`config.mk`:
```
export PLATFORM = sky130hd
export DESIGN_NAME = dma_host_if
export DESIGN_NICKNAME = d
export VERILOG_FILES = /design/src/rtl/dma_pkg.sv /design/src/rtl/dma_watchdog.sv /design/src/rtl/dma_host_if.sv
export SDC_FILE = /design/constraint.sdc
export NUM_CORES = 1
export LEC_CHECK = 0
export CORE_ASPECT_RATIO = 0.5
export CORE_MARGIN = 3
export CORE_UTILIZATION = 47
export CTS_CLUSTER_SIZE = 24
export DETAILED_ROUTE_END_ITERATION = 6
export HOLD_SLACK_MARGIN = 0.12
export PLACE_DENSITY = 0.84
export SLEW_MARGIN = 20
export SYNTH_ARGS = -nofsm -noshare
export SYNTH_HDL_FRONTEND = slang
export SYNTH_SLANG_ARGS = --single-unit
```
`constraint.sdc`:
```
create_clock -name clk -period 2.4 [get_ports clk]
set_input_delay 0.48 -clock clk [delete_from_list [all_inputs] [get_ports clk]]
set_output_delay 0.48 -clock clk [all_outputs]
set_load 0.01 [all_outputs]
```
`src/rtl/dma_pkg.sv`:
```
// rtl/dma_pkg.sv - shared op codes, descriptor layout, error codes and FSM states for the DMA host interface
package dma_pkg;

    localparam logic [1:0] OP_READ = 2'b00;
    localparam logic [1:0] OP_MOVE = 2'b10;

    localparam int CNT_W   = 6;
    localparam int ADDR_W  = 13;
    localparam int DST_LSB = 0;
    localparam int SRC_LSB = ADDR_W;
    localparam int CNT_LSB = 2 * ADDR_W;
    localparam int DESC_W  = CNT_W + 2 * ADDR_W;

    localparam logic [1:0] ERR_OK      = 2'b00;
    localparam logic [1:0] ERR_TIMEOUT = 2'b01;
    localparam logic [1:0] ERR_ILLEGAL = 2'b10;

    typedef enum logic [2:0] {IDLE, REQ, GRANT, XFER, FIN} state_t;

    function automatic logic [DESC_W-1:0] pack_desc(input logic [CNT_W-1:0] cnt,
                                                    input logic [ADDR_W-1:0] s,
                                                    input logic [ADDR_W-1:0] d);
        return (DESC_W'(cnt) << CNT_LSB) | (DESC_W'(s) << SRC_LSB) | (DESC_W'(d) << DST_LSB);
    endfunction

    function automatic logic op_legal(input logic [1:0] o);
        return (o == OP_READ) || (o == OP_MOVE);
    endfunction

endpackage

```
`src/rtl/dma_watchdog.sv`:
```
// rtl/dma_watchdog.sv - 8-bit wait-state watchdog with clear, enable and expire
module dma_watchdog #(
    parameter int unsigned TIMEOUT_CYC = 255
) (
    input  logic clk,
    input  logic reset,
    input  logic clr,
    input  logic en,
    output logic expire
);

    logic [7:0] cnt;
    logic [7:0] eff;

    // clr marks the first cycle of a state, so that cycle counts from zero
    assign eff    = clr ? 8'd0 : cnt;
    assign expire = en && (eff == 8'(TIMEOUT_CYC - 1));

    always_ff @(posedge clk or negedge reset) begin
        if (!reset) begin
            cnt <= 8'd0;
        end else if (en) begin
            cnt <= eff + 8'd1;
        end else if (clr) begin
            cnt <= 8'd0;
        end
    end

endmodule

```
`src/rtl/dma_host_if.sv`:
```
// rtl/dma_host_if.sv - host-side DMA request/grant handshake FSM with descriptor drive and result capture
module dma_host_if
    import dma_pkg::*;
#(
    parameter int DW          = 32,
    parameter int TIMEOUT_CYC = 255
) (
    input  logic              clk,
    input  logic              reset,
    input  logic              start,
    input  logic [1:0]        op,
    input  logic [CNT_W-1:0]  count,
    input  logic [ADDR_W-1:0] src,
    input  logic [ADDR_W-1:0] dst,
    output logic              busy,
    output logic              done,
    output logic [1:0]        err,
    output logic [DW-1:0]     rdata,
    output logic              dreq,
    input  logic              hreq,
    output logic              hack,
    input  logic              dack,
    output logic [1:0]        cmd,
    output logic              cmd_oe,
    input  logic              dma_int,
    input  logic [DW-1:0]     bus_in,
    output logic [DW-1:0]     bus_out,
    output logic              bus_oe
);

    state_t            state;
    logic [1:0]        op_q;
    logic [DESC_W-1:0] desc_q;
    logic              entry;
    logic              wd_en;
    logic              wd_expire;

    assign wd_en = (state == REQ) || (state == GRANT) || (state == XFER);

    dma_watchdog #(.TIMEOUT_CYC(TIMEOUT_CYC)) u_watchdog (
        .clk    (clk),
        .reset  (reset),
        .clr    (entry),
        .en     (wd_en),
        .expire (wd_expire)
    );

    always_ff @(posedge clk or negedge reset) begin
        if (!reset) begin
            state   <= IDLE;
            op_q    <= OP_READ;
            desc_q  <= '0;
            entry   <= 1'b0;
            busy    <= 1'b0;
            done    <= 1'b0;
            err     <= ERR_OK;
            rdata   <= '0;
            dreq    <= 1'b0;
            hack    <= 1'b0;
            cmd     <= 2'b00;
            cmd_oe  <= 1'b0;
            bus_out <= '0;
            bus_oe  <= 1'b0;
        end else begin
            done  <= 1'b0;
            entry <= 1'b0;
            case (state)
                IDLE: begin
                    if (start) begin
                        op_q   <= op;
                        desc_q <= pack_desc(count, src, dst);
                        busy   <= 1'b1;
                        entry  <= 1'b1;
                        if (!op_legal(op)) begin
                            state <= FIN;
                            done  <= 1'b1;
                            err   <= ERR_ILLEGAL;
                        end else if (count == '0) begin
                            state <= FIN;
                            done  <= 1'b1;
                            err   <= ERR_OK;
                        end else begin
                            state <= REQ;
                            dreq  <= 1'b1;
                        end
                    end
                end
                REQ: begin
                    if (hreq) begin
                        state   <= GRANT;
                        entry   <= 1'b1;
                        hack    <= 1'b1;
                        bus_oe  <= 1'b1;
                        bus_out <= DW'(desc_q);
                    end else if (wd_expire) begin
                        state <= FIN;
                        entry <= 1'b1;
                        done  <= 1'b1;
                        err   <= ERR_TIMEOUT;
                        dreq  <= 1'b0;
                    end
                end
                GRANT: begin
                    // int is deliberately not looked at until XFER
                    if (dack) begin
                        state   <= XFER;
                        entry   <= 1'b1;
                        bus_oe  <= 1'b0;
                        bus_out <= '0;
                        cmd     <= op_q;
                        cmd_oe  <= 1'b1;
                    end else if (wd_expire) begin
                        state   <= FIN;
                        entry   <= 1'b1;
                        done    <= 1'b1;
                        err     <= ERR_TIMEOUT;
                        dreq    <= 1'b0;
                        hack    <= 1'b0;
                        bus_oe  <= 1'b0;
                        bus_out <= '0;
                    end
                end
                XFER: begin
                    if (dma_int || wd_expire) begin
                        state  <= FIN;
                        entry  <= 1'b1;
                        done   <= 1'b1;
                        err    <= dma_int ? ERR_OK : ERR_TIMEOUT;
                        dreq   <= 1'b0;
                        hack   <= 1'b0;
                        cmd    <= 2'b00;
                        cmd_oe <= 1'b0;
                        if (dma_int) begin
                            rdata <= bus_in;
                        end
                    end
                end
                FIN: begin
                    state <= IDLE;
                    entry <= 1'b1;
                    busy  <= 1'b0;
                end
                default: begin
                    state <= IDLE;
                    busy  <= 1'b0;
                end
            endcase
        end
    end

endmodule

```
==> load_flow_metrics.sql, run 1 <==
INSERT INTO impl_metrics (metric_group, metric, value, unit) VALUES
('setup_path', 'critical_path.max_fanout', '32', ''),
('global_route', 'grt_start_max_net_pins', '47', ''),
('routing', 'detail_route.wl_per_cell', '18.0', 'um'),
('worst_hold_path', 'worst_hold_path_startpoint', 'desc_q[5]$_DFFE_PN0P_', ''),
('sta', 'worst_clock_skew', '0.00705', 'ns'),
('sta', 'achievable-frequency', '447', 'MHz'),
('worst_hold_path', 'hold_path_depth', '2', ''),
('power_and_ir_drop', 'p_seq_frac', '0.364', ''),
('clocking', 'cts_inserted_buffers', '17', ''),
('logic_synthesis', 'synth.lib_cells_used.distinct', '43', ''),
('place', 'gp_congestion', '0.867', ''),
('sta', 'finalSetupTns', '0', 'ns'),
('place', 'place_ws', '0.214', 'ns'),
('setup_path', 'critical_path_required', '2.69', 'ns'),
('clocking', 'cts.repair_timing.setup_buffer_count', '0', ''),
('global_route', 'grt_pass1_vias', '3931', ''),
('layout', 'most_common_cell_after_layout_fill_and_taps_aside', 'sky130_fd_sc_hd__clkdlybuf4s50_1', ''),
('setup_path', 'crit_path_cell_trace', 'nor2b_1, ha_1, nand3b_4, o31ai_1, a21oi_2, buf_4, a22o_1', ''),
('logic_synthesis', 'share_of_synthesized_flip_flops_with_an_asynchronous_set_or_reset', '1.00', ''),
('setup_path', 'worst_path_dominant_cell_family', 'compound AO/OA/AOI/OAI gates', ''),
('sta', 'timing.final.hold_violations', '0', ''),
('global_route', 'overflow', '0', ''),
('die', 'floorplan_core_area', '0.00982', 'sq mm'),
('setup_path', 'cp_max_stage_cell', 'sky130_fd_sc_hd__dfrtp_1', ''),
('worst_hold_path', 'min_path_type', 'register to register', ''),
('power_and_ir_drop', 'relative_contribution_of_the_clock_network_to_total_power', '0.271', ''),
('clocking', 'worst_setup_hold_path_clk_slew', '0.05', 'ns'),
('power_and_ir_drop', 'p_switching', '3.02', 'mW'),
('logic_synthesis', 'synth.yosys.seq_area_share', '0.610', ''),
('routing', 'routed-via-count', '3816', ''),
('logic_synthesis', 'top_ff_cell_synth', 'sky130_fd_sc_hd__dfrtp_1', ''),
('setup_path', 'cp_slowest_stage_delay', '0.48', 'ns'),
('die', 'ios', '146', ''),
('clocking', 'clock_sinks', '120', ''),
('clocking', 'clk_latency', '0.41', 'ns'),
('die', 'placementRows', '25', ''),
('status', 'outcome', 'finished, final reports clean', ''),
('routing', 'total_wirelength_of_the_detailed_routed_design', '12800', 'um'),
('logic_synthesis', 'synth_area', '0.00492', 'sq mm'),
('sta', 'timing_max_transition_violations_final', '0', ''),
('sta', 'rsz0062_at_grt', 'false', ''),
('clocking', 'cts_tree', 'done', ''),
('layout', 'fin_nets', '639', ''),
('setup_path', 'startpoint_type', 'register', ''),
('power_and_ir_drop', 'power_per_cell_area', '1350', 'mW/mm^2'),
('die', 'die_area', '0.0118', 'sq mm'),
('place', 'port_buf_inserts', '145', ''),
('setup_path', 'criticalPathCategory', 'register to register', ''),
('routing', 'detail_route.iter0.violations', '347', ''),
('setup_path', 'cp-end-kind', 'register', ''),
('sta', 'layout_worst_path_cycle_share', '0.933', ''),
('power_and_ir_drop', 'irDropWorstVdd', '0.000655', 'V'),
('power_and_ir_drop', 'leakage', '3.40', 'nW'),
('routing', 'drt.antenna.violating_nets', '0', ''),
('power_and_ir_drop', 'comb_power_share', '0.365', ''),
('layout', 'flow.area_growth_from_synthesis', '45.6', '%'),
('global_route', 'track_usage', '0.223', ''),
('global_route', 'wire_length_of_the_first_global_routing_pass', '20400', 'um'),
('layout', 'layout_common_cells', '144 x sky130_fd_sc_hd__clkdlybuf4s50_1, 120 x sky130_fd_sc_hd__dfrtp_1, 108 x sky130_fd_sc_hd__nand2_1', ''),
('routing', 'drt-pass1-iter-count', '5', ''),
('layout', 'regArea', '0.00300', 'sq mm'),
('die', 'die_height', '78.4', 'um'),
('logic_synthesis', 'synth_seq_cells', '120', ''),
('place', 'post-dp-hpwl', '8130', 'um'),
('setup_path', 'cp.arrival', '2.52', 'ns'),
('clocking', 'root_buffer', 'sky130_fd_sc_hd__clkbuf_16', ''),
('sta', 'post-route-min-period', '2.24', 'ns'),
('sta', 'setup_viol', '0', ''),
('global_route', 'antenna_violations_before_repair', '0', ''),
('sta', 'timing.final.ws_setup', '0.161', 'ns'),
('layout', 'fill_cells', '659', '');
## final cells by class
type                       instances  share of cell area
sequential                       120               0.419
multi-input combinational        263               0.249
tap                              135              0.0236
clock buffer                      19              0.0618
timing repair buffer             157               0.222
clock inverter                    10              0.0215
inverter                           6             0.00314
## state kept, by name, indices dropped and copies added (netlist names), 2 cells and up
name and count:
bus_out 32, cmd 2, desc_q 32, err 2
op_q 2, rdata 32, state 3, u_watchdog.cnt 8
## Yosys cell counts, types with 4 or more instances
cell type,n,area [sq um]
sky130_fd_sc_hd__o21ai_0,10,50.1
sky130_fd_sc_hd__nand2_1,108,405
sky130_fd_sc_hd__and3_1,4,25.0
sky130_fd_sc_hd__nor2b_1,6,37.5
sky130_fd_sc_hd__nand4_1,6,37.5
sky130_fd_sc_hd__buf_2,14,70.1
sky130_fd_sc_hd__or3_1,4,25.0
sky130_fd_sc_hd__buf_6,4,45.0
sky130_fd_sc_hd__mux2_4,29,435
sky130_fd_sc_hd__dfrtp_1,120,3000
sky130_fd_sc_hd__a22o_1,32,280
sky130_fd_sc_hd__xor2_1,4,35.0
sky130_fd_sc_hd__a21oi_1,7,35.0
sky130_fd_sc_hd__inv_1,5,18.8
sky130_fd_sc_hd__nor2_1,11,41.3
## worst reg2reg max path: cells and delay by family (launching register included)
kind	cells	cell delay, ns
adder cells (fa/ha/maj)	1	0.26
AND/OR/NAND/NOR	2	0.41
buffers and inverters	1	0.27
AO/OA/AOI/OAI	3	0.71
flip-flops	1	0.48
## kinds of logic (layout without fill, tap and decap cells)
family	after synthesis	count (layout)	synth area share
AO/OA/AOI/OAI	71	71	0.113
adder cells (fa/ha/maj)	2	2	0.00508
multiplexers	33	33	0.0974
AND/OR/NAND/NOR	151	151	0.133
flip-flops	120	120	0.610
XOR/XNOR	6	6	0.0107
buffers and inverters	27	192	0.0303
## power groups by stage
stage	sequential [mW]	clock, mW	combinational (mW)
3_5_place_dp	3.50	0	3.53
5_1_grt	3.63	2.75	3.82
6_report	3.52	2.62	3.54
2_1_floorplan	3.61	0	1.64
3_3_place_gp	3.48	0	3.42
4_1_cts	3.51	2.66	3.58
## layer usage
layer / GRT usage / part of all wire / routed length (um) / vias to the layer above
met5: 0 / 0 / 0 / -
met1: 0.283 / 0.41 / 5280 / 1891
met3: 0.0600 / 0.054 / 692 / 34
li1: - / - / - / 1735
met2: 0.368 / 0.51 / 6450 / 156
met4: 0.0922 / 0.026 / 327 / 0
## per-stage QoR
stage | cell area, sq um | power, mW | std cells | hold WS [ns] | utilization
2_1_floorplan | 4920 | 5.25 | 410 | 0.184 | -
5_1_grt | 7160 | 10.2 | 710 | 0.501 | 0.729
3_5_place_dp | 6560 | 7.04 | 680 | 0.463 | 0.668
6_report | 7160 | 9.68 | 710 | 0.473 | 0.729
4_1_cts | 7160 | 9.75 | 710 | 0.476 | 0.729
3_3_place_gp | 6560 | 6.90 | 680 | 0.456 | 0.668
## worst paths after layout
| check | end | slack [ns] |
|---|---|---|
| min reg2reg | desc_q[5]$_DFFE_PN0P_ | 0.47 |
| min | desc_q[5]$_DFFE_PN0P_ | 0.47 |
| max in group asynchronous | desc_q[5]$_DFFE_PN0P_ | 1.03 |
| max | bus_out[26]$_DFFE_PN0P_ | 0.16 |
| min in group asynchronous | desc_q[23]$_DFFE_PN0P_ | 0.63 |
| max reg2reg | bus_out[26]$_DFFE_PN0P_ | 0.16 |
## repair_timing
item,4_1_cts,5_1_grt
endpoints found under the hold margin,43,0
gates resized for setup,0,0
hold buffers,1,0
(Power assumes the default switching activity.)
==> inputs of run 2 (changes only) <==
--- a/config.mk
+++ b/config.mk
@@ -6,12 +6,12 @@
 export NUM_CORES = 1
 export LEC_CHECK = 0
 export CORE_ASPECT_RATIO = 0.5
-export CORE_MARGIN = 3
 export CORE_UTILIZATION = 47
 export CTS_CLUSTER_SIZE = 24
 export DETAILED_ROUTE_END_ITERATION = 6
 export HOLD_SLACK_MARGIN = 0.12
-export PLACE_DENSITY = 0.84
+export PLACE_DENSITY = 0.83
+export SETUP_SLACK_MARGIN = 0.05
 export SLEW_MARGIN = 20
 export SYNTH_ARGS = -nofsm -noshare
 export SYNTH_HDL_FRONTEND = slang
==> run 2 against run 1 <==
Net effect: first-iteration DRC count decreased by 32%; combinational power barely moved; clock skew about the same; critical path depth decreased by 2; clock power decreased by 3%; sequential share of layout area grew 0.088 points; die area shrank 7.6%; maximum frequency grew 6.7%; non-clock buffer count increased by 2; total power is 0.95% lower; critical endpoint is now desc_q[9]$_DFFE_PN0P_.
==> load_flow_metrics.sql, run 2 (synthesis gave the netlist of run 1 again) <==
INSERT INTO impl_metrics (metric_group, metric, value, unit) VALUES
('global_route', 'antenna_violations_before_repair', '0', ''),
('global_route', 'wire_length_of_the_first_global_routing_pass', '19800', 'um'),
('global_route', 'grt_pass1_vias', '3834', ''),
('die', 'placementRows', '25', ''),
('clocking', 'max-clock-path-buffers', '2', ''),
('setup_path', 'critical_path_required', '2.75', 'ns'),
('sta', 'worst_clock_skew', '0.00669', 'ns'),
('routing', 'detail_route.iter0.violations', '236', ''),
('place', 'gp_congestion', '0.825', ''),
('routing', 'remaining_drc_errors', '0', ''),
('sta', 'timing_max_transition_violations_final', '0', ''),
('sta', 'rsz0062_at_grt', 'false', ''),
('layout', 'fill_cells', '640', ''),
('sta', 'worst-slew-pin-transition', '0.599', 'ns'),
('global_route', 'track_usage', '0.243', ''),
('setup_path', 'startpoint_type', 'register', ''),
('setup_path', 'cp.arrival', '2.45', 'ns'),
('clocking', 'post_cts_repair_resize_count', '0', ''),
('setup_path', 'cp-end-kind', 'register', ''),
('layout', 'most_common_cell_after_layout_fill_and_taps_aside', 'sky130_fd_sc_hd__clkdlybuf4s50_1', ''),
('place', 'dpl_cell_area', '0.00655', 'sq mm'),
('layout', 'post_route_cells_drive_above_1_share', '0.148', ''),
('power_and_ir_drop', 'power.switching_fraction', '0.327', ''),
('routing', 'detail_route.wl_per_cell', '17.6', 'um'),
('routing', 'total_wirelength_of_the_detailed_routed_design', '12600', 'um'),
('die', 'initial_core_util', '0.503', ''),
('power_and_ir_drop', 'leakage', '3.39', 'nW'),
('die', 'die_height', '74.4', 'um'),
('power_and_ir_drop', 'irDropWorstVdd', '0.000747', 'V'),
('setup_path', 'critical_path.max_fanout', '13', ''),
('layout', 'regArea', '0.00300', 'sq mm'),
('layout', 'area_of_all_placed_cells_without_fillers', '0.00715', 'sq mm'),
('power_and_ir_drop', 'power_per_cell_area', '1340', 'mW/mm^2'),
('clocking', 'cts_tree', 'done', ''),
('sta', 'post-route-min-period', '2.10', 'ns'),
('layout', 'layout_common_cells', '144 x sky130_fd_sc_hd__clkdlybuf4s50_1, 120 x sky130_fd_sc_hd__dfrtp_1, 108 x sky130_fd_sc_hd__nand2_1', ''),
('layout', 'num_antenna_cells', '0', ''),
('status', 'outcome', 'finished, final reports clean', ''),
('die', 'die_area', '0.0109', 'sq mm'),
('layout', 'fin_nets', '641', ''),
('clocking', 'clock_sinks', '120', ''),
('routing', 'routed-via-count', '3788', ''),
('sta', 'finalSetupTns', '0', 'ns'),
('die', 'die_width', '147', 'um'),
('layout', 'flow.area_growth_from_synthesis', '45.3', '%'),
('power_and_ir_drop', 'p_switching', '3.13', 'mW'),
('layout', 'multi_input_area', '0.00178', 'sq mm'),
('sta', 'setup_viol', '0', ''),
('clocking', 'worst_setup_hold_path_clk_slew', '0.06', 'ns'),
('routing', 'drt-pass1-iter-count', '4', ''),
('power_and_ir_drop', 'intPower', '6.46', 'mW'),
('power_and_ir_drop', 'comb_power_share', '0.371', ''),
('routing', 'vias_per_cell', '5.30', ''),
('die', 'ios', '146', ''),
('clocking', 'cts_inserted_buffers', '17', ''),
('sta', 'relative_slew_slack', '0.597', ''),
('clocking', 'clk_latency', '0.41', 'ns'),
('place', 'post-dp-hpwl', '8160', 'um'),
('global_route', 'grt_start_max_net_pins', '44', ''),
('power_and_ir_drop', 'p_seq_frac', '0.365', ''),
('clocking', 'cts.repair_timing.setup_buffer_count', '0', ''),
('routing', 'drt.antenna.violating_nets', '0', ''),
('clocking', 'clock_tree.htree_level_count', '4', ''),
('global_route', 'overflow', '0', ''),
('sta', 'achievable-frequency', '477', 'MHz'),
('power_and_ir_drop', 'relative_contribution_of_the_clock_network_to_total_power', '0.264', ''),
('layout', 'largest_registers', 'bus_out x32, desc_q x32, rdata x32', ''),
('place', 'port_buf_inserts', '145', ''),
('sta', 'timing.final.hold_violations', '0', ''),
('sta', 'layout_worst_path_cycle_share', '0.874', ''),
('worst_hold_path', 'min_path_type', 'register to register', ''),
('clocking', 'root_buffer', 'sky130_fd_sc_hd__clkbuf_16', ''),
('run', 'cap_violations', '0', ''),
('die', 'floorplan_core_area', '0.00979', 'sq mm'),
('setup_path', 'criticalPathCategory', 'register to register', '');
-- run 2: path summary, 6_finish.rpt --
check                      slack [ns]                       to                   from  depth (start not counted)
max                              0.30    desc_q[9]$_DFFE_PN0P_   state[0]$_DFFE_PN0P_                          5
min                              0.47    desc_q[7]$_DFFE_PN0P_  desc_q[7]$_DFFE_PN0P_                          2
max reg2reg                      0.30    desc_q[9]$_DFFE_PN0P_   state[0]$_DFFE_PN0P_                          5
min reg2reg                      0.47    desc_q[7]$_DFFE_PN0P_  desc_q[7]$_DFFE_PN0P_                          2
max in group asynchronous        1.22    rdata[27]$_DFFE_PN0P_                  reset                          3
min in group asynchronous        0.51  bus_out[25]$_DFFE_PN0P_                  reset                          2
-- run 2: power by group through the flow --
stage                     registers, mW  clock network [mW]  logic, mW
after detailed placement           3.49                   0       3.54
after global routing               3.60                2.66       3.84
after CTS                          3.50                2.58       3.59
after global placement             3.46                   0       3.40
final                              3.50                2.53       3.56
after floorplan                    3.61                   0       1.64
-- run 2: per-stage QoR --
step	std cells	hold WS [ns]	utilization	worst slack, ns	power (mW)
floorplan	410	0.184	-	0.514	5.25
global placement	682	0.399	0.669	0.226	6.87
detailed placement	682	0.402	0.669	0.208	7.03
CTS	715	0.478	0.730	0.314	9.66
global route	715	0.497	0.730	0.0955	10.1
finish	715	0.474	0.730	0.302	9.59
-- run 2: final cells by class --
class / instances / area share
Clock buffer: 17 / 0.0595
Inverter: 6 / 0.00315
Clock inverter: 15 / 0.0233
Multi-Input combinational cell: 263 / 0.249
Timing Repair Buffer: 159 / 0.221
Tap cell: 135 / 0.0236
Sequential cell: 120 / 0.420
-- run 2: layer usage --
| metal | routed length (um) | part of all wire | track usage | vias up |
|---|---|---|---|---|
| li1 | - | - | - | 1736 |
| met1 | 5220 | 0.42 | 0.296 | 1871 |
| met3 | 622 | 0.050 | 0.0534 | 36 |
| met5 | 0 | 0 | 0 | - |
| met4 | 371 | 0.030 | 0.144 | 0 |
| met2 | 6340 | 0.50 | 0.413 | 145 |
-- run 2: worst max-delay path: stages (launching register included) --
cell	delay (ns)
sky130_fd_sc_hd__dfrtp_1	0.54
sky130_fd_sc_hd__nor2_1	0.47
sky130_fd_sc_hd__and3_1	0.56
sky130_fd_sc_hd__buf_4	0.30
sky130_fd_sc_hd__nand2_1	0.09
sky130_fd_sc_hd__nand2_1	0.07
-- run 2: timing repair --
item | CTS | global route
hold buffers | 1 | 0
endpoints found under the hold margin | 22 | 0
endpoints found under the setup margin | 0 | 0
